File: src/rtl/multicycle_ctrl_fsm_pkg.sv
// Shared encodings for the multi-cycle RV32I control sequencer:
// state codes, major opcodes and the select/cause encodings it drives.
package multicycle_ctrl_fsm_pkg;

    // Sequencer states (3-bit, legacy-compatible constants)
    localparam logic [2:0] ST_FETCH     = 3'd0;
    localparam logic [2:0] ST_DECODE    = 3'd1;
    localparam logic [2:0] ST_EXECUTE   = 3'd2;
    localparam logic [2:0] ST_MEMORY    = 3'd3;
    localparam logic [2:0] ST_WRITEBACK = 3'd4;
    localparam logic [2:0] ST_TRAP      = 3'd5;

    // RV32I major opcodes handled by the sequencer
    localparam logic [6:0] OP_R      = 7'b0110011;
    localparam logic [6:0] OP_IMM    = 7'b0010011;
    localparam logic [6:0] OP_LOAD   = 7'b0000011;
    localparam logic [6:0] OP_STORE  = 7'b0100011;
    localparam logic [6:0] OP_BRANCH = 7'b1100011;
    localparam logic [6:0] OP_JAL    = 7'b1101111;
    localparam logic [6:0] OP_JALR   = 7'b1100111;

    // Next-PC source
    localparam logic [1:0] PC_PLUS4  = 2'b00;
    localparam logic [1:0] PC_BRANCH = 2'b01;
    localparam logic [1:0] PC_JAL    = 2'b10;
    localparam logic [1:0] PC_JALR   = 2'b11;

    // ALU operation class
    localparam logic [1:0] ALU_ADD   = 2'b00;
    localparam logic [1:0] ALU_CMP   = 2'b01;
    localparam logic [1:0] ALU_FUNCT = 2'b10;

    // Register-file write-back source
    localparam logic [1:0] WB_ALU  = 2'b00;
    localparam logic [1:0] WB_LOAD = 2'b01;
    localparam logic [1:0] WB_PC4  = 2'b10;

    // Trap causes
    localparam logic [1:0] TRAP_NONE    = 2'b00;
    localparam logic [1:0] TRAP_ILLEGAL = 2'b01;
    localparam logic [1:0] TRAP_IMEM    = 2'b10;
    localparam logic [1:0] TRAP_DMEM    = 2'b11;

    // True for the opcodes this core can sequence
    function automatic logic is_supported(input logic [6:0] op);
        case (op)
            OP_R, OP_IMM, OP_LOAD, OP_STORE,
            OP_BRANCH, OP_JAL, OP_JALR: is_supported = 1'b1;
            default:                    is_supported = 1'b0;
        endcase
    endfunction

endpackage

File: src/rtl/multicycle_ctrl_fsm_if.sv
// Control/handshake bundle between the sequencer (master) and the
// datapath plus instruction/data memories (slave).
interface multicycle_ctrl_fsm_if;
    logic [6:0] opcode;
    logic [2:0] funct3;
    logic       branch_cond;
    logic       imem_ready;
    logic       dmem_ready;
    logic       imem_req;
    logic       dmem_req;
    logic       dmem_we;
    logic       ir_write;
    logic       pc_write;
    logic [1:0] pc_src;
    logic       alu_src_imm;
    logic [1:0] alu_op;
    logic       reg_write;
    logic [1:0] wb_sel;
    logic       instr_retired;
    logic       halted;
    logic [1:0] trap_cause;

    modport master (
        input  opcode, funct3, branch_cond, imem_ready, dmem_ready,
        output imem_req, dmem_req, dmem_we, ir_write, pc_write, pc_src,
               alu_src_imm, alu_op, reg_write, wb_sel, instr_retired,
               halted, trap_cause
    );

    modport slave (
        output opcode, funct3, branch_cond, imem_ready, dmem_ready,
        input  imem_req, dmem_req, dmem_we, ir_write, pc_write, pc_src,
               alu_src_imm, alu_op, reg_write, wb_sel, instr_retired,
               halted, trap_cause
    );
endinterface

File: src/rtl/multicycle_ctrl_fsm_mem_wait_timer.sv
// Watchdog for a memory handshake. Counts consecutive cycles a request
// waits without ready; expired is raised on the MEM_TIMEOUT-th waiting
// cycle so the sequencer can trap on that edge unless ready arrives.
module multicycle_ctrl_fsm_mem_wait_timer #(
    parameter int MEM_TIMEOUT = 16,
    parameter int TO_W        = $clog2(MEM_TIMEOUT + 1)
) (
    input  logic clk,
    input  logic rst_n,
    input  logic clear,
    input  logic count_en,
    output logic expired
);
    localparam logic [TO_W-1:0] LAST_WAIT = TO_W'(MEM_TIMEOUT - 1);
    localparam logic [TO_W-1:0] ONE       = TO_W'(1);

    logic [TO_W-1:0] count_r;

    // Wait counter: restarts on clear, saturates at the last waiting cycle
    always_ff @(posedge clk) begin
        if (!rst_n) begin
            count_r <= {TO_W{1'b0}};
        end else if (clear) begin
            count_r <= {TO_W{1'b0}};
        end else if (count_en && (count_r != LAST_WAIT)) begin
            count_r <= count_r + ONE;
        end else begin
            count_r <= count_r;
        end
    end

    assign expired = count_en && (count_r == LAST_WAIT);
endmodule

File: src/rtl/multicycle_ctrl_fsm.sv
// Multi-cycle control sequencer for the RV32I core: FETCH, DECODE,
// EXECUTE, MEMORY, WRITEBACK with a sticky TRAP. Outputs are decoded from
// the registered state, the opcode latched at DECODE and the ready inputs.
module multicycle_ctrl_fsm
    import multicycle_ctrl_fsm_pkg::*;
#(
    parameter int MEM_TIMEOUT = 16,
    parameter int TO_W        = $clog2(MEM_TIMEOUT + 1)
) (
    input logic                  clk,
    input logic                  rst_n,
    multicycle_ctrl_fsm_if.master bus
);
    logic [2:0] state_r, next_state_s;
    logic [6:0] opcode_r;
    logic [1:0] trap_cause_r, trap_cause_next_s;
    logic       timer_en_s, timer_clear_s, timer_expired_s;

    logic       imem_req_s, dmem_req_s, dmem_we_s, ir_write_s, pc_write_s;
    logic [1:0] pc_src_s, alu_op_s, wb_sel_s;
    logic       alu_src_imm_s, reg_write_s, instr_retired_s, halted_s;

    // funct3 is decoded by the ALU, not by the sequencer
    logic unused_funct3_s;
    assign unused_funct3_s = ^bus.funct3;

    // One watchdog serves both handshakes; only one can be waiting at a time
    assign timer_en_s    = ((state_r == ST_FETCH)  && !bus.imem_ready) ||
                           ((state_r == ST_MEMORY) && !bus.dmem_ready);
    assign timer_clear_s = !timer_en_s;

    multicycle_ctrl_fsm_mem_wait_timer #(
        .MEM_TIMEOUT (MEM_TIMEOUT),
        .TO_W        (TO_W)
    ) u_mem_wait_timer (
        .clk      (clk),
        .rst_n    (rst_n),
        .clear    (timer_clear_s),
        .count_en (timer_en_s),
        .expired  (timer_expired_s)
    );

    // Next-state and trap-cause selection; ready beats the watchdog
    always_comb begin
        next_state_s      = state_r;
        trap_cause_next_s = trap_cause_r;
        case (state_r)
            ST_FETCH: begin
                if (bus.imem_ready) begin
                    next_state_s = ST_DECODE;
                end else if (timer_expired_s) begin
                    next_state_s      = ST_TRAP;
                    trap_cause_next_s = TRAP_IMEM;
                end else begin
                    next_state_s = ST_FETCH;
                end
            end
            ST_DECODE: begin
                if (is_supported(bus.opcode)) begin
                    next_state_s = ST_EXECUTE;
                end else begin
                    next_state_s      = ST_TRAP;
                    trap_cause_next_s = TRAP_ILLEGAL;
                end
            end
            ST_EXECUTE: begin
                case (opcode_r)
                    OP_LOAD, OP_STORE: next_state_s = ST_MEMORY;
                    OP_BRANCH:         next_state_s = ST_FETCH;
                    default:           next_state_s = ST_WRITEBACK;
                endcase
            end
            ST_MEMORY: begin
                if (bus.dmem_ready) begin
                    next_state_s = (opcode_r == OP_STORE) ? ST_FETCH : ST_WRITEBACK;
                end else if (timer_expired_s) begin
                    next_state_s      = ST_TRAP;
                    trap_cause_next_s = TRAP_DMEM;
                end else begin
                    next_state_s = ST_MEMORY;
                end
            end
            ST_WRITEBACK: next_state_s = ST_FETCH;
            ST_TRAP:      next_state_s = ST_TRAP;
            default:      next_state_s = ST_FETCH;
        endcase
    end

    // State, latched opcode and trap cause; reset wins from any state
    always_ff @(posedge clk) begin
        if (!rst_n) begin
            state_r      <= ST_FETCH;
            opcode_r     <= 7'b0000000;
            trap_cause_r <= TRAP_NONE;
        end else begin
            state_r      <= next_state_s;
            trap_cause_r <= trap_cause_next_s;
            if (state_r == ST_DECODE) begin
                opcode_r <= bus.opcode;
            end else begin
                opcode_r <= opcode_r;
            end
        end
    end

    // Per-state strobe decode, qualified by the matching ready
    always_comb begin
        imem_req_s      = 1'b0;
        dmem_req_s      = 1'b0;
        dmem_we_s       = 1'b0;
        ir_write_s      = 1'b0;
        pc_write_s      = 1'b0;
        pc_src_s        = PC_PLUS4;
        alu_src_imm_s   = 1'b0;
        alu_op_s        = ALU_ADD;
        reg_write_s     = 1'b0;
        wb_sel_s        = WB_ALU;
        instr_retired_s = 1'b0;
        halted_s        = 1'b0;
        case (state_r)
            ST_FETCH: begin
                imem_req_s = 1'b1;
                if (bus.imem_ready) begin
                    ir_write_s = 1'b1;
                    pc_write_s = 1'b1;
                    pc_src_s   = PC_PLUS4;
                end else begin
                    ir_write_s = 1'b0;
                    pc_write_s = 1'b0;
                end
            end
            ST_DECODE: begin
                halted_s = 1'b0;
            end
            ST_EXECUTE: begin
                case (opcode_r)
                    OP_R:   alu_op_s = ALU_FUNCT;
                    OP_IMM: begin
                        alu_op_s      = ALU_FUNCT;
                        alu_src_imm_s = 1'b1;
                    end
                    OP_LOAD, OP_STORE: begin
                        alu_op_s      = ALU_ADD;
                        alu_src_imm_s = 1'b1;
                    end
                    OP_BRANCH: begin
                        alu_op_s        = ALU_CMP;
                        instr_retired_s = 1'b1;
                        if (bus.branch_cond) begin
                            pc_write_s = 1'b1;
                            pc_src_s   = PC_BRANCH;
                        end else begin
                            pc_write_s = 1'b0;
                        end
                    end
                    OP_JAL: begin
                        pc_write_s = 1'b1;
                        pc_src_s   = PC_JAL;
                    end
                    OP_JALR: begin
                        pc_write_s = 1'b1;
                        pc_src_s   = PC_JALR;
                    end
                    default: alu_op_s = ALU_ADD;
                endcase
            end
            ST_MEMORY: begin
                dmem_req_s = 1'b1;
                dmem_we_s  = (opcode_r == OP_STORE);
                if (bus.dmem_ready && (opcode_r == OP_STORE)) begin
                    instr_retired_s = 1'b1;
                end else begin
                    instr_retired_s = 1'b0;
                end
            end
            ST_WRITEBACK: begin
                reg_write_s     = 1'b1;
                instr_retired_s = 1'b1;
                case (opcode_r)
                    OP_LOAD:         wb_sel_s = WB_LOAD;
                    OP_JAL, OP_JALR: wb_sel_s = WB_PC4;
                    default:         wb_sel_s = WB_ALU;
                endcase
            end
            ST_TRAP: halted_s = 1'b1;
            default: halted_s = 1'b0;
        endcase
    end

    // Everything reads as zero while reset is asserted
    assign bus.imem_req      = rst_n & imem_req_s;
    assign bus.dmem_req      = rst_n & dmem_req_s;
    assign bus.dmem_we       = rst_n & dmem_we_s;
    assign bus.ir_write      = rst_n & ir_write_s;
    assign bus.pc_write      = rst_n & pc_write_s;
    assign bus.pc_src        = rst_n ? pc_src_s : 2'b00;
    assign bus.alu_src_imm   = rst_n & alu_src_imm_s;
    assign bus.alu_op        = rst_n ? alu_op_s : 2'b00;
    assign bus.reg_write     = rst_n & reg_write_s;
    assign bus.wb_sel        = rst_n ? wb_sel_s : 2'b00;
    assign bus.instr_retired = rst_n & instr_retired_s;
    assign bus.halted        = rst_n & halted_s;
    assign bus.trap_cause    = rst_n ? trap_cause_r : TRAP_NONE;
endmodule
File: src/flat_wrapper.sv
// flat-port wrapper written by rule: the top's interface ports become plain ports
module multicycle_ctrl_fsm_flat import multicycle_ctrl_fsm_pkg::*;
#(
    parameter int MEM_TIMEOUT = 16,
    parameter int TO_W        = $clog2(MEM_TIMEOUT + 1)
)
  (clk, rst_n, bus_opcode, bus_funct3, bus_branch_cond, bus_imem_ready, bus_dmem_ready, bus_imem_req, bus_dmem_req, bus_dmem_we, bus_ir_write, bus_pc_write, bus_pc_src, bus_alu_src_imm, bus_alu_op, bus_reg_write, bus_wb_sel, bus_instr_retired, bus_halted, bus_trap_cause);
  multicycle_ctrl_fsm_if bus_i ();
  input logic clk;
  input logic rst_n;
  input wire logic [$bits(bus_i.opcode)-1:0] bus_opcode;
  input wire logic [$bits(bus_i.funct3)-1:0] bus_funct3;
  input wire logic [$bits(bus_i.branch_cond)-1:0] bus_branch_cond;
  input wire logic [$bits(bus_i.imem_ready)-1:0] bus_imem_ready;
  input wire logic [$bits(bus_i.dmem_ready)-1:0] bus_dmem_ready;
  output wire logic [$bits(bus_i.imem_req)-1:0] bus_imem_req;
  output wire logic [$bits(bus_i.dmem_req)-1:0] bus_dmem_req;
  output wire logic [$bits(bus_i.dmem_we)-1:0] bus_dmem_we;
  output wire logic [$bits(bus_i.ir_write)-1:0] bus_ir_write;
  output wire logic [$bits(bus_i.pc_write)-1:0] bus_pc_write;
  output wire logic [$bits(bus_i.pc_src)-1:0] bus_pc_src;
  output wire logic [$bits(bus_i.alu_src_imm)-1:0] bus_alu_src_imm;
  output wire logic [$bits(bus_i.alu_op)-1:0] bus_alu_op;
  output wire logic [$bits(bus_i.reg_write)-1:0] bus_reg_write;
  output wire logic [$bits(bus_i.wb_sel)-1:0] bus_wb_sel;
  output wire logic [$bits(bus_i.instr_retired)-1:0] bus_instr_retired;
  output wire logic [$bits(bus_i.halted)-1:0] bus_halted;
  output wire logic [$bits(bus_i.trap_cause)-1:0] bus_trap_cause;
  assign bus_i.opcode = bus_opcode;
  assign bus_i.funct3 = bus_funct3;
  assign bus_i.branch_cond = bus_branch_cond;
  assign bus_i.imem_ready = bus_imem_ready;
  assign bus_i.dmem_ready = bus_dmem_ready;
  assign bus_imem_req = bus_i.imem_req;
  assign bus_dmem_req = bus_i.dmem_req;
  assign bus_dmem_we = bus_i.dmem_we;
  assign bus_ir_write = bus_i.ir_write;
  assign bus_pc_write = bus_i.pc_write;
  assign bus_pc_src = bus_i.pc_src;
  assign bus_alu_src_imm = bus_i.alu_src_imm;
  assign bus_alu_op = bus_i.alu_op;
  assign bus_reg_write = bus_i.reg_write;
  assign bus_wb_sel = bus_i.wb_sel;
  assign bus_instr_retired = bus_i.instr_retired;
  assign bus_halted = bus_i.halted;
  assign bus_trap_cause = bus_i.trap_cause;
  multicycle_ctrl_fsm #(.MEM_TIMEOUT(MEM_TIMEOUT), .TO_W(TO_W)) u_core (.clk(clk), .rst_n(rst_n), .bus(bus_i));
endmodule
File: config.mk
export PLATFORM = sky130hd
export DESIGN_NAME = multicycle_ctrl_fsm_flat
export DESIGN_NICKNAME = d
export VERILOG_FILES = /design/src/rtl/multicycle_ctrl_fsm_pkg.sv /design/src/rtl/multicycle_ctrl_fsm_if.sv /design/src/rtl/multicycle_ctrl_fsm_mem_wait_timer.sv /design/src/rtl/multicycle_ctrl_fsm.sv /design/src/flat_wrapper.sv
export SDC_FILE = /design/constraint.sdc
export NUM_CORES = 1
export LEC_CHECK = 0
export CORE_MARGIN = 3
export CORE_UTILIZATION = 46
export DETAILED_ROUTE_END_ITERATION = 7
export PLACE_DENSITY_LB_ADDON = 0.15
export SLEW_MARGIN = 20
export SYNTH_ARGS = -nofsm -noshare
export SYNTH_HDL_FRONTEND = slang
export SYNTH_HIERARCHICAL = 1
export SYNTH_SLANG_ARGS = --single-unit
File: constraint.sdc
create_clock -name clk -period 2.4 [get_ports clk]
set_input_delay 0.36 -clock clk [delete_from_list [all_inputs] [get_ports clk]]
set_output_delay 0.36 -clock clk [all_outputs]
set_load 0.05 [all_outputs]
; Word level (Yosys, flattened, before mapping)
; Index checks and enable logic that the tools add are counted.
[classes]
addsub = 1
eq_ne = 26
mux = 42
bitwise = 9
reduce_logical = 17
[ops]
columns = operator, n
row1 = "7-bit == test, second input constant", 6
row2 = "7-bit by 6-bit == test with 1-bit output, second input constant", 4
row3 = 2-bit 2-to-1 mux, 12
row4 = 3-bit 2-to-1 mux, 6
row5 = 1-bit 2-to-1 mux, 15
row6 = 3-bit case mux with 5 select lines, 1
row7 = "7-bit by 2-bit == test with 1-bit output, second input constant", 2
row8 = "7-bit by 5-bit == test with 1-bit output, second input constant", 2
row9 = 2-bit case mux with 3 select lines, 2
row10 = 1-bit bitwise AND, 9
row11 = 2-bit case mux with 2 select lines, 2
row12 = 7-bit OR reduction, 1
row13 = "3-bit by 2-bit == test with 1-bit output, second input constant", 2
row14 = "3-bit == test, second input constant", 2
row15 = "2-bit != test, second input constant", 3
row16 = 3-bit case mux with 2 select lines, 1
row17 = 6-bit AND reduction, 1
row18 = 2-bit OR reduction, 3
row19 = "5-bit by 1-bit adder with 5-bit output, second input constant", 1
row20 = "5-bit by 4-bit == test with 1-bit output, second input constant", 1
row21 = 1-bit logical AND, 5
row22 = "5-bit by 4-bit != test with 1-bit output, second input constant", 1
row23 = "2-bit by 1-bit != test with 1-bit output, second input constant", 2
row24 = 1-bit case mux with 2 select lines, 2
row25 = 8 further kinds, 9
[word_totals]
reg_bits = 17
word_cells = 99

; Longest topological paths before layout
[depth]
ltp_word = 7
ltp_mapped = 8
depth_no_buf = 8

; Hierarchy
; Netlist, hierarchy kept.
[by_module_without_submodules]
columns = module, instances, cells_each, area_per_inst_um2, seq_area_each_um2
row1 = multicycle_ctrl_fsm, 1, 101, 809.5, 240.2
row2 = multicycle_ctrl_fsm_mem_wait_timer, 1, 27, 249.0, 100.1

; Least setup slack after synthesis
; Ideal clock, no wire load.
[synth_timing]
path_kind = register to output
from = register u_core.opcode_r[6]
to = output bus_pc_src[0]
arrival_time_ns = 2.413
t_required_ns = 2.040
path_slack_ns = -0.373
stages_incl_launch_ff = 4
path_buffers = 0
path_cell_list = dfxtp_1 > nand2_1 > nor3_1 > nor4b_1
[synth_between]
elab_chain_len = 4
[synth_rtl]
columns = item, line
row1 = "start, declared", multicycle_ctrl_fsm.sv:15  ; logic [6:0] opcode_r;
row2 = "start signal, assigned", multicycle_ctrl_fsm.sv:99  ; opcode_r <= bus.opcode;
row3 = "start signal, assigned", multicycle_ctrl_fsm.sv:101  ; opcode_r <= opcode_r;
row4 = 7-bit == test, multicycle_ctrl_fsm.sv:136  ; case (opcode_r)
row5 = 2-bit case mux with 3 select lines *, multicycle_ctrl_fsm.sv:136
row6 = 2-bit 2-to-1 mux *, n/a
row7 = 2-bit 2-to-1 mux *, multicycle_ctrl_fsm.sv:196  ; assign bus.pc_src = rst_n ? pc_src_s : 2'b00;
row8 = "end, declared", flat_wrapper.sv:21  ; output wire logic [$bits(bus_i.pc_src)-1:0] bus_pc_src;
; Mark *: on every way between the ends. The rest lies on a longest branch, timed or not.

; Worst setup path after layout
[layout_timing]
from = input rst_n
to = output bus_alu_src_imm
[layout_between]
elab_chain_len = 1
[layout_rtl]
columns = item, line
row1 = "start, declared", flat_wrapper.sv:10  ; input logic rst_n;
row2 = 1-bit bitwise AND, multicycle_ctrl_fsm.sv:197  ; assign bus.alu_src_imm = rst_n & alu_src_imm_s;
row3 = "end, declared", flat_wrapper.sv:22  ; output wire logic [$bits(bus_i.alu_src_imm)-1:0] bus_alu_src_imm;
; Every way passes these cells.

==> metrics.txt <==
crit path capture type output pin; WHS 0.503 ns; ranking of synthesized cells by area dfxtp_1 (32%), mux2i_1 (6.6%), nor2_1 (6.4%); post-DP HPWL 2.17 mm; PnR worst setup slack 0.0872 ns; max cap viols 0; Syn. warnings 6; clk slew on worst S/H paths 0.10 ns; GRT overflow 0; Synth cell types 45; DR WL/cell 14.3 um; CP max stage delay 0.48 ns; Routed Antenna Nets 0; Critical path buffers and inverters 2; min Tclk post-route 2.31 ns; Worst setup endpoint bus_alu_src_imm; final setup TNS 0 ns; Nets 181; EDFF count, synth 0; placed cells 186; Final Cycle Share 96.4%; Clock Path Buffers 2; Main synth FF type dfxtp_1; kind of start point of the critical path primary input; root buffer cell clkbuf_4; crit-path leading delay family simple AND/OR/NAND/NOR gates; Synth top area share 32.2%; top-count cell post-synth nor2_1; worst setup path startpoint rst_n; worst slew pin tran 0.417 ns; syn nets 145; total routed wirelength 2.71 mm; Vias 1068; post-synthesis simple-gate area fraction 39.1%; min-delay worst type flop to flop; CP max stage cell clkdlybuf4s50_1; Mean Syn Cell Area 8.27 sq um; CTS tree done; Syn Inst Count 128; H-tree depth 1; post-synthesis register bit count 17; Tot Pwr 0.858 mW; worst endpoint required time 2.04 ns; CP cell instances clkdlybuf4s50_1 > nor2b_4 > nand2_4 > or4_4 > a21oi_1 > buf_12; Setup Buffers After CTS 0; Core Footprint 2060 sq um; outcome complete, no violations; Final Wtd Congestion 0.800; hold_sp u_core/u_mem_wait_timer/count_r[1]; Post-Place Setup Slack 0.0825 ns; Area growth syn-to-layout 52.1%; Max Clock Freq 432 MHz; Cell Area, Synth 1060 sq um; Async SR Flop Fraction 0%; main combinational cell family by area after synthesis simple AND/OR/NAND/NOR gates; Final Hold Fails 0; post-synthesis mux area share 6.62%; CTS Hold Bufs 0; RSZ-0062 raised after global routing no; sequential share of the synthesized area 32.2%; non-filler cells, final 190; clock sinks 17; Die Area 2910 sq um; Port Buffers 28; vias per std cell 5.62; R2R Path End u_core/state_r[2]; share of cells above drive strength 1 26.4%; initial DRC count 27; Adder-Cell Fraction of Synth Area 2.36%; Total GRT Usage 21.5%; CP arrival 1.95 ns; first-pass GRT wire length 4.55 mm; antenna diode count 0; worst skew pair latency 0.29 ns; maximum VDD drop 0.488 mV; r2r startpoint u_core/state_r[1]; Setup violations, final 0; CP max FO 4; Residual DRC 0; post-synthesis xor/xnor area fraction 1.65%; cell row count 16; synth cell count leaders nor2_1 (18), dfxtp_1 (17), nand2_1 (11); Num CTS Buffers 3; Max-slew headroom 72.0%; Synth Area in Compound Gates 14.5%; power density cells 533 nW/um^2; largest net degree at the start of global routing 15; initial core utilization 51.3%; io pins 32; First-pass DRT Iterations 4; Crit Path Category primary input to output pin; Worst R2R Setup Slack 0.42 ns; Die Width 54.0 um; CP Depth 6; area leader, netlist dfxtp_1; clk_skew 0.00829 ns; die height 54.0 um; vias in the first global route 1007; hold depth 2; initial antenna violation count 0; max-slew violation count 0; Worst Reg-to-Reg Cells 8; Pleak 0.648 nW
==> sequential cells by signal, summed over array words and instances (netlist names) <==
signal and count:
u_core/state_r 3, u_core/trap_cause_r 2, u_core/opcode_r 7, u_core/u_mem_wait_timer/count_r 5
==> layout by cell type, fill, tap and decap left out, types with 4 or more instances in the layout <==
cell,n
a21oi_1,7
buf_12,16
buf_4,7
clkdlybuf4s50_1,11
dfxtp_1,16
inv_1,5
mux2i_1,7
nand2_1,11
nand2b_1,4
nand3b_1,4
nor2_1,18
==> worst min-delay path: stages (launching register included) <==
cell     delay (ns)
dfxtp_1        0.34
nand2_1        0.06
a21oi_1        0.06
==> routing by layer <==
| metal | up-vias | wire (um) | global-route usage, % |
|---|---|---|---|
| li1 | 525 | - | - |
| met1 | 508 | 1170 | 25.9 |
| met2 | 33 | 1390 | 36.9 |
| met3 | 2 | 137 | 3.05 |
| met4 | 0 | 19 | 11.2 |
| met5 | - | 0 | 0 |
==> power breakdown <==
group / internal, mW / switching, mW / total (mW)
Combinational: 0.165 / 0.183 / 0.348
Clock: 0.0645 / 0.0829 / 0.147
Sequential: 0.314 / 0.0492 / 0.363
Total: 0.543 / 0.315 / 0.858
==> cell families (layout without fill, tap and decap cells) <==
| logic type | count (synthesis) | after routing |
|---|---|---|
| DFF | 17 | 17 |
| adders and majority gates | 2 | 2 |
| and+or+nand+nor | 68 | 68 |
| muxes | 7 | 7 |
| xor gates and xnor gates | 2 | 2 |
| buffers and inverters | 9 | 44 |
| AOI/OAI and AO/OA | 23 | 23 |
==> what timing repair did <==
| action | CTS | global route |
|---|---|---|
| endpoints found under the hold margin | 0 | 0 |
| resized for setup | 0 | 1 |
| setup endpoints to repair | 0 | 1 |
==> final cells by class <==
cell class,count,area (sq um)
inverters,6,22.5
clock buffers,4,26.3
multi-input cells,102,703
fillers,150,452
well taps,27,33.8
repair buffers,34,483
flip-flops and latches,17,342
==> worst min-delay path by stage <==
| stage | slack [ns] | end |
|---|---|---|
| after global placement | 0.46 | u_core/u_mem_wait_timer/count_r[1] |
| after global routing | 0.51 | u_core/u_mem_wait_timer/count_r[1] |
| after CTS | 0.50 | u_core/u_mem_wait_timer/count_r[1] |
| final | 0.50 | u_core/u_mem_wait_timer/count_r[1] |
| after detailed placement | 0.48 | u_core/u_mem_wait_timer/count_r[1] |
| after floorplan | 0.45 | u_core/u_mem_wait_timer/count_r[1] |
==> metrics by stage <==
stage | instance area [sq um] | utilization [%]
5_1_grt | 1610 | 78.1
2_1_floorplan | 1080 | -
3_3_place_gp | 1580 | 76.8
4_1_cts | 1610 | 78.0
6_report | 1610 | 78.1
3_5_place_dp | 1580 | 76.8
(Power assumes the default switching activity.)
